**config.mk**
```make
export PLATFORM = sky130hd
export DESIGN_NAME = pipelined_addsub
export DESIGN_NICKNAME = d
export VERILOG_FILES = /design/src/rtl/pipelined_addsub.sv
export SDC_FILE = /design/constraint.sdc
export NUM_CORES = 1
export LEC_CHECK = 0
export ABC_AREA = 0
export CAP_MARGIN = 40
export CELL_PAD_IN_SITES_DETAIL_PLACEMENT = 1
export CELL_PAD_IN_SITES_GLOBAL_PLACEMENT = 1
export CORE_MARGIN = 2
export CORE_UTILIZATION = 49
export DETAILED_ROUTE_END_ITERATION = 8
export PLACE_DENSITY = 0.87
export SLEW_MARGIN = 40
export SYNTH_ARGS = -nofsm -noshare
export SYNTH_HDL_FRONTEND = slang
export SYNTH_SLANG_ARGS = --single-unit
export TNS_END_PERCENT = 20
```
**constraint.sdc**
```tcl
create_clock -name clk -period 3.9 [get_ports clk]
set_input_delay 1.17 -clock clk [delete_from_list [all_inputs] [get_ports clk]]
set_output_delay 1.17 -clock clk [all_outputs]
set_load 0.03 [all_outputs]
```
**src/rtl/pipelined_addsub.sv**
```systemverilog
// Carry-segmented adder/subtractor pipeline with a valid/ready handshake.
// Stage k adds operand segment k using the carry registered by stage k-1.
module pipelined_addsub #(
  parameter int WIDTH = 32,
  parameter int SEG   = 8
) (
  input  logic             clk,
  input  logic             rst_n,
  input  logic             in_valid,
  output logic             in_ready,
  input  logic [WIDTH-1:0] a,
  input  logic [WIDTH-1:0] b,
  input  logic             c_in,
  input  logic             sub,
  output logic             out_valid,
  input  logic             out_ready,
  output logic [WIDTH-1:0] sum,
  output logic             c_out,
  output logic             ovf,
  output logic             zero
);

  localparam int SEG_SAFE = (SEG < 1) ? 1 : SEG;
  localparam int STAGES   = WIDTH / SEG_SAFE;
  localparam int LAST     = STAGES - 1;

  if ((SEG < 1) || ((WIDTH % SEG_SAFE) != 0)) begin : g_param_check
    $error("pipelined_addsub: SEG must be >= 1 and divide WIDTH evenly");
  end

  logic              w_advance;
  logic [STAGES-1:0] w_v_in;
  logic [STAGES-1:0] w_c_in;
  logic [WIDTH-1:0]  w_a_in  [STAGES];
  logic [WIDTH-1:0]  w_b_in  [STAGES];
  logic [WIDTH-1:0]  w_s_in  [STAGES];
  logic [WIDTH-1:0]  w_s_out [STAGES];
  logic [SEG_SAFE:0] w_seg   [STAGES];
  logic              w_c_msb;

  logic [STAGES-1:0] r_valid;
  logic [STAGES-1:0] r_carry;
  logic [WIDTH-1:0]  r_a   [STAGES];
  logic [WIDTH-1:0]  r_b   [STAGES];
  logic [WIDTH-1:0]  r_sum [STAGES];
  logic              r_ovf;
  logic              r_zero;

  assign w_advance = !r_valid[LAST] || out_ready;
  assign in_ready  = w_advance;

  // Subtraction is folded in at entry: b is inverted and the carry forced to 1.
  always_comb begin
    w_v_in    = '0;
    w_c_in    = '0;
    w_v_in[0] = in_valid;
    w_c_in[0] = sub ? 1'b1 : c_in;
    w_a_in[0] = a;
    w_b_in[0] = sub ? ~b : b;
    w_s_in[0] = '0;
    for (int unsigned k = 1; k < STAGES; k++) begin
      w_v_in[k] = r_valid[k-1];
      w_c_in[k] = r_carry[k-1];
      w_a_in[k] = r_a[k-1];
      w_b_in[k] = r_b[k-1];
      w_s_in[k] = r_sum[k-1];
    end
    for (int unsigned k = 0; k < STAGES; k++) begin
      w_seg[k] = {1'b0, w_a_in[k][k*SEG_SAFE +: SEG_SAFE]}
               + {1'b0, w_b_in[k][k*SEG_SAFE +: SEG_SAFE]}
               + {{SEG_SAFE{1'b0}}, w_c_in[k]};
      w_s_out[k] = w_s_in[k];
      w_s_out[k][k*SEG_SAFE +: SEG_SAFE] = w_seg[k][SEG_SAFE-1:0];
    end
    // Carry into the MSB recovered from the MSB sum bit and its two operand bits.
    w_c_msb = w_a_in[LAST][WIDTH-1] ^ w_b_in[LAST][WIDTH-1] ^ w_s_out[LAST][WIDTH-1];
  end

  always_ff @(posedge clk or negedge rst_n) begin
    if (!rst_n) begin
      r_valid <= '0;
      r_carry <= '0;
      r_ovf   <= 1'b0;
      r_zero  <= 1'b0;
      for (int unsigned k = 0; k < STAGES; k++) begin
        r_a[k]   <= '0;
        r_b[k]   <= '0;
        r_sum[k] <= '0;
      end
    end else if (w_advance) begin
      for (int unsigned k = 0; k < STAGES; k++) begin
        r_valid[k] <= w_v_in[k];
        if (w_v_in[k]) begin
          r_carry[k] <= w_seg[k][SEG_SAFE];
          r_a[k]     <= w_a_in[k];
          r_b[k]     <= w_b_in[k];
          r_sum[k]   <= w_s_out[k];
        end
      end
      if (w_v_in[LAST]) begin
        r_ovf  <= w_c_msb ^ w_seg[LAST][SEG_SAFE];
        r_zero <= (w_s_out[LAST] == '0);
      end
    end
  end

  assign out_valid = r_valid[LAST];
  assign sum       = r_sum[LAST];
  assign c_out     = r_carry[LAST];
  assign ovf       = r_ovf;
  assign zero      = r_zero;

endmodule
```
# Yosys cells after proc, flatten, opt, wreduce, memory -nomap -nowiden
# Index checks and enable logic that the tools add are counted.
# W data, S select, Z words.
[totals] register_bits=282 inputBits=70 out_inout_bits=37 word_cells=38
[classes] addsub=8 muxes=2 bitwise=4 reduce_logical=7
[ops] cell="$add A8 B8 Y9" n=4
[ops] cell="$add A9 B1 Y9" n=4
[ops] cell="$logic_not A32 Y1" n=1
[ops] cell="$mux W32" n=1
[ops] cell="$not A32 Y32" n=1
[ops] cell="$reduce_and A2 Y1" n=4
[ops] cell="$xor A1 B1 Y1" n=3
[ops] cell="$logic_not A1 Y1" n=1
[ops] cell="$logic_or A1 B1 Y1" n=1
[ops] cell="$mux W1" n=1

# Logic depth before layout (Yosys ltp)
# Gate-level depths: netlist of the first run.
[logic_depth] word_depth=4 ltp_mapped=11 ltp_nobuf=10

# Least setup slack after synthesis of the first run
# Ideal clock, no wire load.
[synth_path] kind="input to register" start="input sub" end="register r_carry[0]" arrival_time_ns=3.535 required_ns=3.773 setup_slack_ns=0.237 stages=11 path_buffers=2 cell_sequence="clkbuf_1 buf_2 or2_2 fa_1 fa_1 a21o_1 a21oi_1 o21ai_0 a21o_1 a211oi_1 a21oi_1"
[synth_via] elab_chain_cells=3 word_cells_on_any_way=4 classes_between="add/sub (2); mux (2)"
[synth_rtl] element="start: declaration" line="14" rtl="input logic sub,"
[synth_rtl] element="$mux W32" line="59" rtl="w_b_in[0] = sub ? ~b : b;"
[synth_rtl] element="$add A8 B8 Y9" line="70" rtl="+ {1'b0, w_b_in[k][k*SEG_SAFE +: SEG_SAFE]}"
[synth_rtl] element="$add A9 B1 Y9 (*)" line="71" rtl="+ {{SEG_SAFE{1'b0}}, w_c_in[k]};"
[synth_rtl] element="end signal: indexed assignment" line="94" rtl="r_carry[k] <= w_seg[k][SEG_SAFE];"
[synth_rtl] element="end: declaration" line="42" rtl="logic [STAGES-1:0] r_carry;"
# Every way passes the cells marked *; elsewhere a longest branch is shown, timed or not.
# A chain may end at the register's enable or synchronous reset.

# Worst setup path after layout of the first run
[layout_path] start="input out_ready" end="output in_ready"
[layout_via] elab_chain_cells=1
[layout_rtl] element="start: declaration" line="16" rtl="input logic out_ready,"
[layout_rtl] element="$logic_or A1 B1 Y1" line="49" rtl="assign w_advance = !r_valid[LAST] || out_ready;"
[layout_rtl] element="end: declaration" line="10" rtl="output logic in_ready,"
# No other way between the ends.

==> metrics.csv, run 1 <==
metric,value,unit
outcome,finished clean,
fmax,279,MHz
wl_per_cell,20.2,µm
drt_wl_total,20.6,mm
p_leak,4.56,nW
drc,0,
final_cell_count_no_fill,1020,
die_h,137,µm
finalSetupViolCount,0,
multi_input_area,0.00356,mm²
period_minus_slack,3.59,ns
antenna_found_initial,0,
dp_slack,0.0255,ns
grt-busiest-layer,met2,
slew_violations,0,
holdWs,0.483,ns
async_reset_ff_share,100,%
worstSetupStartpointType,input port,
antenna_cells,0,
portBuffers,106,
dp_hpwl,15.3,mm
ys_top_cells_by_area,"dfrtp_1 (54%), mux2_2 (17%), ha_1 (4.1%)",
grt-ovfl-total,0,
slew_headroom,54.0,%
grt_pass1_wl,33.2,mm
grtUsageMet2,40.6,%
routabilityCongestion,0.810,
syn_area,0.00865,mm²
drt_pass1_iterations,4,
grt_max_degree,84,
cts_sinks,186,
grt_usage,23.4,%
grt_use_met3,5.04,%
path_clk_slew,0.06,ns
yosysWarningCount,0,
crit_fanout,2,
timing.final.ws_setup,0.311,ns
io_pins,107,
finClkSkew,0.00442,ns
rsz0062_at_grt,false,
drv_cap,0,
drt_iter0_markers,297,
grt_pass1_vias,6137,
vias,5483,
num_rows,48,
initial_utilization,50.0,%
synthesis.instances,702,
syn-num-nets,808,
hp-class,flop to flop,
routed_via_density,5.38,
gr-usage-met1,29.6,%
hold_viol_final,0,
synth-seq-area-share,53.8,%
regArea,0.00465,mm²
clock_latency,0.43,ns
r2r_cells,9,
drive_gt1_share,22.9,%
die_area,0.0187,mm²
antenna_left,0,
core-area,0.0173,mm²
synth_top_area_cell,dfrtp_1,
required,2.73,ns
cts_buffers,17,
die_w,137,µm
syn_area_per_cell,12.3,µm²
synth_edf_count,0,
cts_buffer_depth,2,
final_nets,888,
power.density_cell_area,876,mW/mm²
ys_ff_latch,186,
cts_tree,built,
ys.flop_type,dfrtp_1,
whs_path_depth,2,
areaGrowthSynthToFinish,20.1,%
worst_setup_path_end_kind,output pin,
tns,0,ns
dp_cells,988,
hold_buffers,0,
crit_type,input port to output pin,
tightestPinTransition,0.689,ns
postCtsSetupRepairBufs,0,
yosys.area.top_type_share,53.8,%
ir_drop,0.434,mV
post_cts_resized,0,
period_share,92.0,%
cp.arrival,2.42,ns
ys_types,41,
cts_root_buffer,clkbuf_16,
fillers,1731,
htreeDepth,4,
-- cell usage after synthesis, drive strengths merged, types with 2 or more instances --
cell type,count
nand2b,2
dfrtp,186
a21o,7
o31ai,6
o21a,5
o21ai,53
nor2b,7
a211oi,3
nand3,3
nand2,64
inv,20
buf,52
nand4,2
nor2,14
nor3,10
xor2,17
or2,2
nor4,5
a21oi,18
clkbuf,8
nor3b,2
fa,8
xnor2,34
nor4b,2
o21bai,5
ha,28
mux2,128
-- area by class of cell --
class / count / share of cell area (%)
Sequential cell: 186 / 44.8
Multi-Input combinational cell: 436 / 34.2
Timing Repair Buffer: 121 / 11.9
Clock buffer: 22 / 4.47
Tap cell: 225 / 2.71
Clock inverter: 10 / 1.14
Inverter: 20 / 0.723
-- final timing paths --
| path | from | to | slack (ns) |
|---|---|---|---|
| worst max-delay path | out_ready | in_ready | 0.31 |
| worst min-delay path | r_b[125] | r_b[125] | 0.48 |
| worst max register to register | r_b[56] | zero | 1.22 |
| worst min register to register | r_b[125] | r_b[125] | 0.48 |
| max in group asynchronous | rst_n | r_a[56] | 2.33 |
| min in group asynchronous | rst_n | r_b[123] | 0.78 |
-- through the flow --
| step | cell area [µm²] | power [mW] | util (%) |
|---|---|---|---|
| floorplan | 8650 | 6.13 | - |
| global placement | 9800 | 6.95 | 56.7 |
| detailed placement | 9800 | 7.35 | 56.7 |
| CTS | 10400 | 9.15 | 60.0 |
| global route | 10400 | 9.64 | 60.0 |
| finish | 10400 | 9.10 | 60.0 |
-- cell families (layout without fill, tap and decap cells) --
logic type / Yosys count / in the layout / share of synthesized area [%]
compound gates: 103 / 103 / 6.93
mux: 128 / 128 / 16.7
buf+inv: 80 / 173 / 5.15
fa+ha+maj: 36 / 36 / 5.90
xor+xnor: 51 / 51 / 5.16
flops: 186 / 186 / 53.8
simple gates: 118 / 118 / 6.38
-- cell usage in the layout (no fill, tap or decap), types with 4 or more instances in the layout --
cell,n
buf_4,10
nor2_1,14
o21a_1,5
a21oi_1,18
clkdlybuf4s50_1,104
nor4_1,4
o31ai_1,6
o21bai_1,5
nand2_1,61
xor2_1,17
fa_1,8
nor3_1,10
xnor2_1,34
o21ai_0,53
ha_1,28
a21o_1,7
dfrtp_1,186
inv_1,19
nor2b_1,7
clkbuf_16,17
buf_12,5
mux2_2,128
-- metal layers --
metal / up-vias / share of wire [%]
met3: 31 / 3.9
met4: 0 / 1.9
met2: 134 / 51
met5: - / 0
li1: 2544 / -
met1: 2774 / 43
-- state kept, by name (all words and copies together), names as in the netlist --
register and flops:
r_sum 48, r_a 48, sum 32, ovf 1
r_b 48, r_carry 4, r_valid 4, zero 1
-- critical path: stages --
cell and delay (ns):
clkdlybuf4s50_1 0.40, nor2b_1 0.21, inv_2 0.06, clkdlybuf4s50_1 0.59
-- power breakdown --
group | internal, mW | total [mW] | switching, mW
Combinational | 1.91 | 3.95 | 2.04
Sequential | 2.80 | 3.45 | 0.648
Clock | 0.979 | 1.70 | 0.723
Total | 5.69 | 9.10 | 3.41
No activity file was read; power rests on OpenSTA's default activity.
==> run 2, diff against run 1 <==
CORE_UTILIZATION = 55   (was 49)
DONT_BUFFER_PORTS = 1   (was default)
PLACE_DENSITY = 0.85   (was 0.87)
SKIP_LAST_GASP = 1   (was default)
==> run 2 against run 1 <==
  * Via count shrank 5.4%
  * Final cell count fell by 12%
  * Sequential power up 11%
  * Setup slack improved by 0.42 ns
  * Worst hold slack got worse by 0.063 ns
  * First-iteration DRC count rose by 4.4%
  * Core utilization up 1.0 points
  * Clock skew rose by 0.0065 ns
  * Critical endpoint is now r_carry[0]
==> metrics.csv, run 2 (same netlist as run 1, synthesis figures left out) <==
metric,value,unit
reg.largest.list,"r_a: 48 flops, r_b: 48 flops, r_sum: 48 flops",
outcome,finished clean,
core-area,0.0153,mm²
cp.arrival,3.49,ns
antenna_found_initial,1,
cts_buffers,17,
final_cell_count_no_fill,893,
crit_type,input port to flop,
tns,0,ns
postCtsSetupRepairBufs,0,
crit_fanout,33,
grt_pass1_vias,5840,
postPlaceCellArea,0.00864,mm²
vias,5188,
areaGrowthSynthToFinish,7.70,%
timing.final.ws_setup,0.732,ns
drive_gt1_share,25.6,%
dp_slack,0.309,ns
io_pins,107,
worst_setup_path_end_kind,flop,
dp_hpwl,13.6,mm
hp-class,input port to asynchronous set/reset pin,
tightestPinTransition,0.639,ns
final_nets,774,
post_cts_resized,0,
fillers,1451,
initial_utilization,56.7,%
utilization,61.0,%
finClkSkew,0.0109,ns
hold_viol_final,0,
final_cell_mix,"dfrtp_1 (186), mux2_2 (128), nand2_1 (61), o21ai_0 (53), xnor2_1 (34)",
rsz0062_at_grt,false,
drt_pass1_iterations,4,
die_area,0.0167,mm²
routed_via_density,5.81,
grt_pass1_wl,32.8,mm
fmax,316,MHz
wl_per_cell,23.4,µm
slew_violations,0,
routabilityCongestion,0.802,
p_leak,4.14,nW
drv_cap,0,
ir_drop,0.459,mV
clock_latency,0.44,ns
htreeDepth,4,
path_clk_slew,0.06,ns
post-route-cell-area,0.00932,mm²
drt_wl_total,20.9,mm
worstSetupStartpointType,input port,
grt-ovfl-total,0,
dp_cells,860,
hold_buffers,0,
cts_tree,built,
cts_root_buffer,clkbuf_16,
portBuffers,0,
die_h,129,µm
grt_usage,26.5,%
cts_buffer_depth,2,
drt_iter0_markers,310,
period_minus_slack,3.17,ns
antenna_left,0,
cts_sinks,186,
drc,0,
die_w,129,µm
power.density_cell_area,962,mW/mm²
num_rows,45,
mostFrequentLayoutCell,dfrtp_1,
finalSetupViolCount,0,
slew_headroom,57.2,%
required,4.22,ns
period_share,81.2,%
grt_max_degree,187,
## run 2: changes by cell type in the layout (fill, tap and decap cells not counted), moves of 2 or more
cell	previous run	this run
clkdlybuf4s50_1	104	0
buf_4	10	4
bufinv_16	2	5
buf_12	5	3
clkbuf_1	3	1
## run 2: metrics by stage
| stage | hold slack (ns) | power, mW |
|---|---|---|
| floorplan | 0.445 | 6.13 |
| global placement | 0.461 | 6.48 |
| detailed placement | 0.476 | 6.83 |
| CTS | 0.403 | 8.99 |
| global route | 0.402 | 9.43 |
| finish | 0.420 | 8.96 |
## run 2: power by group
part	internal [mW]	total, mW	switching, mW
sequential	2.79	3.84	1.05
clock	1.21	1.94	0.738
combinational	1.54	3.18	1.64
total	5.54	8.96	3.43
## run 2: metal layers
layer / part of all wire, % / global-route usage (%)
met4: 2.4 / 10.5
met5: 0.062 / 0
met1: 41 / 32.2
met2: 50 / 44.8
met3: 6.6 / 7.64
## run 2: area by class of cell
type	count	area, µm²	area share, %
Sequential cell	186	4650	50.0
Antenna cell	1	2.50	0.0269
Multi-Input combinational cell	436	3560	38.2
Inverter	20	75.1	0.806
Timing Repair Buffer	7	90.1	0.967
Tap cell	211	264	2.83
Clock buffer	22	484	5.20
Clock inverter	10	188	2.01
## run 2: path summary, 6_finish.rpt
path,start,endpoint,slack (ns),depth (start not counted)
setup / recovery,sub,r_carry[0],0.73,9
hold / removal,rst_n,r_a[92],0.42,0
setup reg to reg,r_carry[2],zero,1.13,9
hold reg to reg,r_b[119],r_b[119],0.49,2
max in group asynchronous,rst_n,r_b[117],3.05,0
min in group clk,r_b[119],r_b[119],0.49,2
## run 2: worst max-delay path: stages
cell and delay [ns]:
or2_2 0.29, fa_1 0.42, fa_1 0.42, a21o_1 0.18, a21oi_1 0.30, o21ai_0 0.20, a21o_1 0.20, a211oi_1 0.25
a21oi_1 0.06
